File: config.mk
export PLATFORM = sky130hd
export DESIGN_NAME = store_narrow_rmw
export DESIGN_NICKNAME = d
export VERILOG_FILES = /design/src/rtl/store_narrow_rmw_pkg.sv /design/src/rtl/store_lane_merge.sv /design/src/rtl/store_narrow_rmw.sv
export SDC_FILE = /design/constraint.sdc
export NUM_CORES = 1
export LEC_CHECK = 0
export BUFFER_PORTS_ARGS = -buffer_cell sky130_fd_sc_hd__buf_4
export CAP_MARGIN = 15
export CORE_AREA = 2 2 98 124
export CTS_BUF_LIST = sky130_fd_sc_hd__clkbuf_2
export CTS_CLUSTER_SIZE = 40
export DETAILED_ROUTE_END_ITERATION = 8
export DIE_AREA = 0 0 100 126
export GPL_TIMING_DRIVEN = 0
export HOLD_SLACK_MARGIN = 0.06
export PLACE_DENSITY = 0.71
export SETUP_SLACK_MARGIN = 0.2
export SLEW_MARGIN = 10
export SYNTH_ARGS = -nofsm -noshare
export SYNTH_HDL_FRONTEND = slang
export SYNTH_SLANG_ARGS = --single-unit
File: constraint.sdc
create_clock -name clk_i -period 2.5 [get_ports clk_i]
set_input_delay 0.375 -clock clk_i [delete_from_list [all_inputs] [get_ports clk_i]]
set_output_delay 0.375 -clock clk_i [all_outputs]
set_load 0.005 [all_outputs]
File: src/rtl/store_narrow_rmw_pkg.sv
// Shared definitions for the store narrowing unit: size encodings, FSM states
// and the alignment rule applied when a store is accepted.
package store_narrow_rmw_pkg;

    localparam logic [1:0] SZ_BYTE = 2'b00;
    localparam logic [1:0] SZ_HALF = 2'b01;
    localparam logic [1:0] SZ_WORD = 2'b10;

    typedef enum logic [1:0] {
        ST_IDLE = 2'd0,
        ST_RD   = 2'd1,
        ST_WR   = 2'd2,
        ST_FIN  = 2'd3
    } state_e;

    // Illegal size encodings count as misaligned so they take the error path.
    function automatic logic misaligned(input logic [1:0] size, input logic [1:0] addr_lo);
        case (size)
            SZ_BYTE: return 1'b0;
            SZ_HALF: return addr_lo[0];
            SZ_WORD: return addr_lo != 2'b00;
            default: return 1'b1;
        endcase
    endfunction

endpackage

File: src/rtl/store_lane_merge.sv
// Little-endian sub-word merge: drops the narrowed store data into its byte
// lanes of the old memory word, keeping every other lane.
module store_lane_merge
    import store_narrow_rmw_pkg::*;
(
    input  logic [31:0] old_word,
    input  logic [15:0] data,
    input  logic [1:0]  addr_lo,
    input  logic [1:0]  size,
    output logic [31:0] merged
);

    always_comb begin
        merged = old_word;
        case (size)
            SZ_BYTE: merged[{addr_lo, 3'b000} +: 8]       = data[7:0];
            SZ_HALF: merged[{addr_lo[1], 4'b0000} +: 16]  = data;
            default: merged = old_word;
        endcase
    end

endmodule

File: src/rtl/store_narrow_rmw.sv
// Store-path narrowing unit: word stores are written straight through, byte and
// halfword stores read the target word, merge the new lanes and write it back.
module store_narrow_rmw
    import store_narrow_rmw_pkg::*;
#(
    parameter int AW = 32,
    parameter int DW = 32
) (
    input  logic          clk_i,
    input  logic          rst_i,
    input  logic          req_valid_i,
    output logic          req_ready_o,
    input  logic [AW-1:0] req_addr_i,
    input  logic [DW-1:0] req_data_i,
    input  logic [1:0]    req_size_i,
    output logic          done_o,
    output logic          err_o,
    output logic [AW-1:0] mem_addr_o,
    output logic          mem_rd_o,
    input  logic [DW-1:0] mem_rdata_i,
    input  logic          mem_rvalid_i,
    output logic          mem_wr_o,
    output logic [DW-1:0] mem_wdata_o,
    input  logic          mem_wack_i
);

    state_e        state;
    logic [15:0]   data_q;
    logic [1:0]    size_q;
    logic [1:0]    lo_q;
    logic          err_q;
    logic [DW-1:0] merged;
    logic          accept;
    logic          bad;

    assign req_ready_o = (state == ST_IDLE) && !rst_i;
    assign accept      = req_valid_i && req_ready_o;
    assign bad         = misaligned(req_size_i, req_addr_i[1:0]);

    assign mem_rd_o = (state == ST_RD);
    assign mem_wr_o = (state == ST_WR);
    assign done_o   = (state == ST_FIN);
    assign err_o    = (state == ST_FIN) && err_q;

    // Merge operates on the live read data so the merged word is ready the
    // same cycle rvalid arrives.
    store_lane_merge u_merge (
        .old_word (mem_rdata_i),
        .data     (data_q),
        .addr_lo  (lo_q),
        .size     (size_q),
        .merged   (merged)
    );

    always_ff @(posedge clk_i) begin
        if (rst_i) begin
            state       <= ST_IDLE;
            err_q       <= 1'b0;
            data_q      <= '0;
            size_q      <= SZ_BYTE;
            lo_q        <= 2'b00;
            mem_addr_o  <= '0;
            mem_wdata_o <= '0;
        end else begin
            unique case (state)
                ST_IDLE: begin
                    if (accept) begin
                        data_q <= req_data_i[15:0];
                        size_q <= req_size_i;
                        lo_q   <= req_addr_i[1:0];
                        err_q  <= bad;
                        if (bad) begin
                            state <= ST_FIN;
                        end else begin
                            mem_addr_o <= {req_addr_i[AW-1:2], 2'b00};
                            if (req_size_i == SZ_WORD) begin
                                mem_wdata_o <= req_data_i;
                                state       <= ST_WR;
                            end else begin
                                state <= ST_RD;
                            end
                        end
                    end
                end
                ST_RD: begin
                    if (mem_rvalid_i) begin
                        mem_wdata_o <= merged;
                        state       <= ST_WR;
                    end
                end
                ST_WR: begin
                    if (mem_wack_i) state <= ST_FIN;
                end
                ST_FIN:  state <= ST_IDLE;
                default: state <= ST_IDLE;
            endcase
        end
    end

endmodule

Yosys cells after proc, flatten, opt, wreduce, memory -nomap -nowiden. Cells that the tools add are included.

Eq/ne operators: 11. Reduce and logical (&&, ||, !) cells: 13. Bitwise gates (word level): 1. Add/subtract/negate cells: 2. Shift operators: 4. Multiplexer cells: 15.

Operators with widths (count): 32-bit two-way mux (4); 32-bit one-hot mux with 2 select lines (2); 32-bit bitwise mux (2); 16-bit by 7-bit variable shift with 32-bit output, first input constant (1); 8-bit by 7-bit variable shift with 32-bit output, first input constant (1); 16-bit by 7-bit variable part select with 32-bit output (1); 8-bit by 7-bit variable part select with 32-bit output (1); 5-bit negator with 7-bit output (2); 2-bit two-way mux (5); 2-bit one-hot mux with 4 select lines (1); 2-bit by 1-bit equality test with 1-bit output, second input constant (3); 2-bit equality test, second input constant (3); 2-bit logical NOT (3); 2-bit by 1-bit inequality test with 1-bit output, second input constant (3); 3-bit AND reduction (2); 5-bit AND reduction (1); 2-bit inequality test, second input constant (2); 2-bit nonzero test (2); 1-bit logical AND (3); 1-bit one-hot mux with 3 select lines (1); 2-bit AND reduction (1); 1-bit logical NOT (1); 1-bit inverter (1).

Flip-flop bits (word level): 85. Bits of input ports: 103. Word-level logic and storage cells: 53. Output and inout port bits: 69.

Depth between registers and ports, before layout.
Depth in word-level cells: 6. Gate-level depth with buffers: 8. Depth with buffers taken out: 6.

Cells and area by module. A second synthesis with hierarchy kept.

Cells, all modules: 509. Area, all modules: 4554.4 µm².

By module, submodules not included: store_narrow_rmw (sequential area each 1701.6 µm², cells each 402, times used 1, area each 3641.0 µm²); store_lane_merge (sequential area each 0.0 µm², cells each 107, times used 1, area each 913.4 µm²).

Worst setup path after synthesis. No wires, ideal clock.

Path kind: register to register. Start: register lo_q[0]. End: register mem_wdata_o[24]. Arrival: 2081 ps. Buffers on the path: 0. Path slack: 332 ps. Cell stages (with the launch flop): 7. Period minus slack after synthesis: 2168 ps. Setup time: 87 ps. Data required time: 2413 ps. Cells stage by stage: dfxtp_1 -> inv_1 -> ha_1 -> or4_4 -> nor4b_4 -> a221oi_1 -> o31ai_1.

Longest elaborated chain between the ends: 6. Elaborated cells on any way between the ends: 7. Classes of those cells: 1 x add/sub; 2 x shift; 4 x mux.

RTL lines: start: declaration (RTL line store_narrow_rmw.sv:30) `logic [1:0] lo_q;`; start signal: assignment (RTL line store_narrow_rmw.sv:70) `lo_q <= req_addr_i[1:0];`; 5-bit negator with 7-bit output (*) (RTL line store_lane_merge.sv:16) `SZ_BYTE: merged[{addr_lo, 3'b000} +: 8] = data[7:0];`; 8-bit by 7-bit variable part select with 32-bit output / 8-bit by 7-bit variable shift with 32-bit output (equally long branches) (RTL line store_lane_merge.sv:16); 32-bit bitwise mux (*) (RTL line store_lane_merge.sv:16); 32-bit one-hot mux with 2 select lines (*) (RTL line store_lane_merge.sv:15) `case (size)`; 32-bit two-way mux (*) (RTL line store_narrow_rmw.sv:86) `if (mem_rvalid_i) begin`; 32-bit one-hot mux with 2 select lines (*) (RTL line store_narrow_rmw.sv:65) `unique case (state)`; end signal: assignment (RTL line store_narrow_rmw.sv:77) `mem_wdata_o <= req_data_i;`; end signal: assignment (RTL line store_narrow_rmw.sv:87) `mem_wdata_o <= merged;`; end: declaration (RTL line store_narrow_rmw.sv:23) `output logic [DW-1:0] mem_wdata_o,`.

Mark *: on every way between the ends. The rest lies on a longest branch, timed or not. The select of a mux whose other input is x is not followed. A chain may end at the register's enable or synchronous reset.

Final worst setup path. Ends and elaborated chain as after synthesis.

==> out/metrics.yaml <==
finish:
  layout.cells.most_common: "buf_4"
  layout.cells.non_filler: 880
  num-nets-final: 850
  antenna-diode-count: 0
  post_route_cells_drive_above_1_share_pct: 28.0
  seq_area_um2: 1710
  most_frequent_cells_in_the_layout: "buf_4, nand2_1, dfxtp_1"
  multi_input_comb_area_um2: 2090
  fin_area_um2: 6180
  areaGrowthSynthToFinish_pct: 57.2
  fill_cells: 1068
sta:
  report.final.hold_viol_count: 0
  slew-limit-headroom_pct: 62.1
  max_freq_mhz: 446
  layout_min_cycle_time_ps: 2240
  final.hold.worst_slack_ps: 99.4
  final_min_period_over_clock_period_pct: 89.6
  finalSetupViolCount: 0
  finalMaxSlewViolations: 0
  rsz_0062_raised_after_global_routing: "no"
  tightest_slew_ps: 569
  timing.clock.skew_ps: 38.8
global_routing:
  grt_first_pass_wirelength_um: 22500
  pin_count_of_the_biggest_net_entering_global_routing: 16
  grt_antenna_before_repair: 0
  gr-total-overflow: 0
  vias_in_the_first_global_route: 4712
  grt_use_total_pct: 22.5
drt:
  drt-wirelength-per-cell_um: 16.2
  viasPerCell: 5.16
  drt.antenna.violating_nets: 0
  detail_route.drc_violations: 0
  drt_pass1_iterations: 5
  route.final.wire_length_um: 14300
  drt_first_iter_violations: 162
  num_vias: 4540
power:
  power.switching_mw: 1.62
  sequentialPowerShare_pct: 40.7
  power_switching_share_pct: 39.4
  cell_internal_pwr_mw: 2.49
  power_leakage_nw: 2.71
  vdd_drop_max_uv: 299
  powerDensity_nw_per_um2: 665
  p_comb_share_pct: 41.0
  clock_power_share_pct: 18.3
setup_path:
  start_kind: "flop"
  critical-path-slowest-cell: "or4_4"
  cp.arrival_ps: 2730
  launching_element_of_the_worst_setup_path: "lo_q[0]"
  cpLargestDelayFamily: "simple AND/OR/NAND/NOR gates"
  critical_path_required_ps: 2990
  slowest_delay_ps: 540
  timing.rr.start: "lo_q[0]"
  cp_cell_sequence: "inv_1 > ha_2 > or4_4 > nor4b_4 > buf_4 > a221oi_1 > o31ai_1"
  critPathKind: "reg -> reg"
  worst-path-max-fanout: 8
  cp-end-kind: "flop"
  crit_path_buf_inv_count: 2
cts:
  clock-sinks: 85
  cts_tree: "done"
  cts_buffers: 9
  worst_path_clk_slew_ps: 250
  htreeDepth: 3
  cts-root-to-sink-buffers: 2
  clock_insertion_delay_worst_skew_ps: 570
  clock-root-buffer: "clkbuf_2"
synth:
  post-synth-top-area-fraction_pct: 43.3
  synthDominantAreaCellType: "dfxtp_1"
  syn_area_per_cell_um2: 7.98
  synth.yosys.warnings: 0
  yosysUniqueCellTypes: 37
  total_standard_cell_area_after_synthesis_um2: 3930
  syn_inst: 492
  seq_area_frac_synth_pct: 43.3
  synth_area_leaders: "dfxtp_1, nand2_1, o31ai_1, a221oi_1, a21oi_1"
  number_of_synthesized_register_bits: 85
floorplanning:
  placeable_core_region_um2: 11500
  io_pins: 172
  die_height_um: 126
  design.die.area_um2: 12600
  die_width_um: 100
  fp-row-count: 44
  initial_utilization_pct: 34.3
min_path:
  min_path_type: "in -> reg"
  hold_start: "req_data_i[20]"
place:
  place_inst: 800
  port_buffers: 169
  place.detailed.hpwl_um: 10500
  gp_routability_congestion: 0.936
  placed_area_um2: 5370
outcome:
  status: "completed"
job:
  max_cap_violations: 0
routing by layer:
metal	wire length [um]	part of all wire, %	global-route usage, %
met5	0	0	0
met4	592	4.1	11.0
met3	1090	7.6	6.22
met2	7330	51	41.3
met1	5280	37	23.1
repair_timing:
item / CTS / global route
pin swaps: 2 / 3
setup endpoints to repair: 32 / 40
hold buffers: 60 / 1
resized for setup: 4 / 13
hold endpoints to repair: 71 / 1
buffers inserted: 2 / 1
sequential cells by signal, indices dropped and copies added (netlist names):
| register | cells |
|---|---|
| mem_wdata_o | 32 |
| mem_addr_o | 30 |
| data_q | 16 |
| lo_q | 2 |
| size_q | 2 |
| state | 2 |
| err_q | 1 |
worst reg2reg max path: stages (launching register included):
cell and delay, ps:
dfxtp_4 430, inv_1 150, ha_2 250, or4_4 540
nor4b_4 240, buf_4 210, a221oi_1 110, o31ai_1 260
final cells by class:
class / instances / area share (%)
clock inverters: 7 / 1.20
plain buffers: 34 / 2.35
inverters: 7 / 0.425
flip-flops and latches: 85 / 27.6
well taps: 138 / 2.80
multi-input cells: 367 / 33.9
repair buffers: 233 / 31.0
clock buffers: 9 / 0.729
path summary, 6_finish.rpt:
| check | end | slack, ps | cells after the start |
|---|---|---|---|
| max | mem_wdata_o[24] | 260 | 7 |
| min | mem_wdata_o[20] | 100 | 3 |
| max reg2reg | mem_wdata_o[24] | 260 | 7 |
| min reg2reg | mem_addr_o[15] | 470 | 2 |
through the flow:
stage	setup slack, ps	utilization [%]	power [mW]	setup TNS (ps)
2_1_floorplan	332	-	2.61	0
4_1_cts	212	53.6	4.09	0
3_3_place_gp	50.1	46.9	3.20	0
6_report	260	53.9	4.11	0
3_5_place_dp	-29.5	46.9	3.25	-108
5_1_grt	195	53.9	4.38	0
synth_stat cells:
cell       count
o21ai_0       17
nor2b_1        1
or4_4          1
clkinv_1       1
nor3_2         1
o31ai_1       34
buf_2          3
o21a_1         1
or2_2          1
o2bb2ai_1      1
and2_1         2
a311oi_1       1
dfxtp_1       85
a21o_1         3
a31oi_1        1
inv_1          6
o32ai_4        1
mux2i_1        2
a21oi_1       34
nor4b_4        1
nor4b_1        1
nand2b_1      17
a222oi_1       1
a211o_1        1
nor3_1         1
and3b_1        2
ha_1          10
nand2_1      140
conb_1         1
or2_0          1
a22oi_1        8
buf_4          2
clkbuf_1      29
a221oi_1      24
nor4bb_1       1
nor2_1        37
nand3b_1      19
power by group through the flow:
| stage | Sequential (mW) | Combinational (mW) | Clock, mW |
|---|---|---|---|
| after floorplan | 1.65 | 0.959 | 0 |
| after global placement | 1.68 | 1.52 | 0 |
| after detailed placement | 1.69 | 1.56 | 0 |
| after CTS | 1.67 | 1.65 | 0.771 |
| after global routing | 1.69 | 1.86 | 0.829 |
| final | 1.67 | 1.68 | 0.752 |
kinds of logic (layout without fill, tap and decap cells):
group	after synthesis	after routing	synth area share, %
compound gates	127	127	22.4
fa+ha+maj	10	10	3.19
buf+inv	41	290	4.20
flops	85	85	43.3
mux	2	2	0.510
other cells	1	2	0.0955
simple gates	226	226	26.3
No activity file was read; power rests on OpenSTA's default activity.
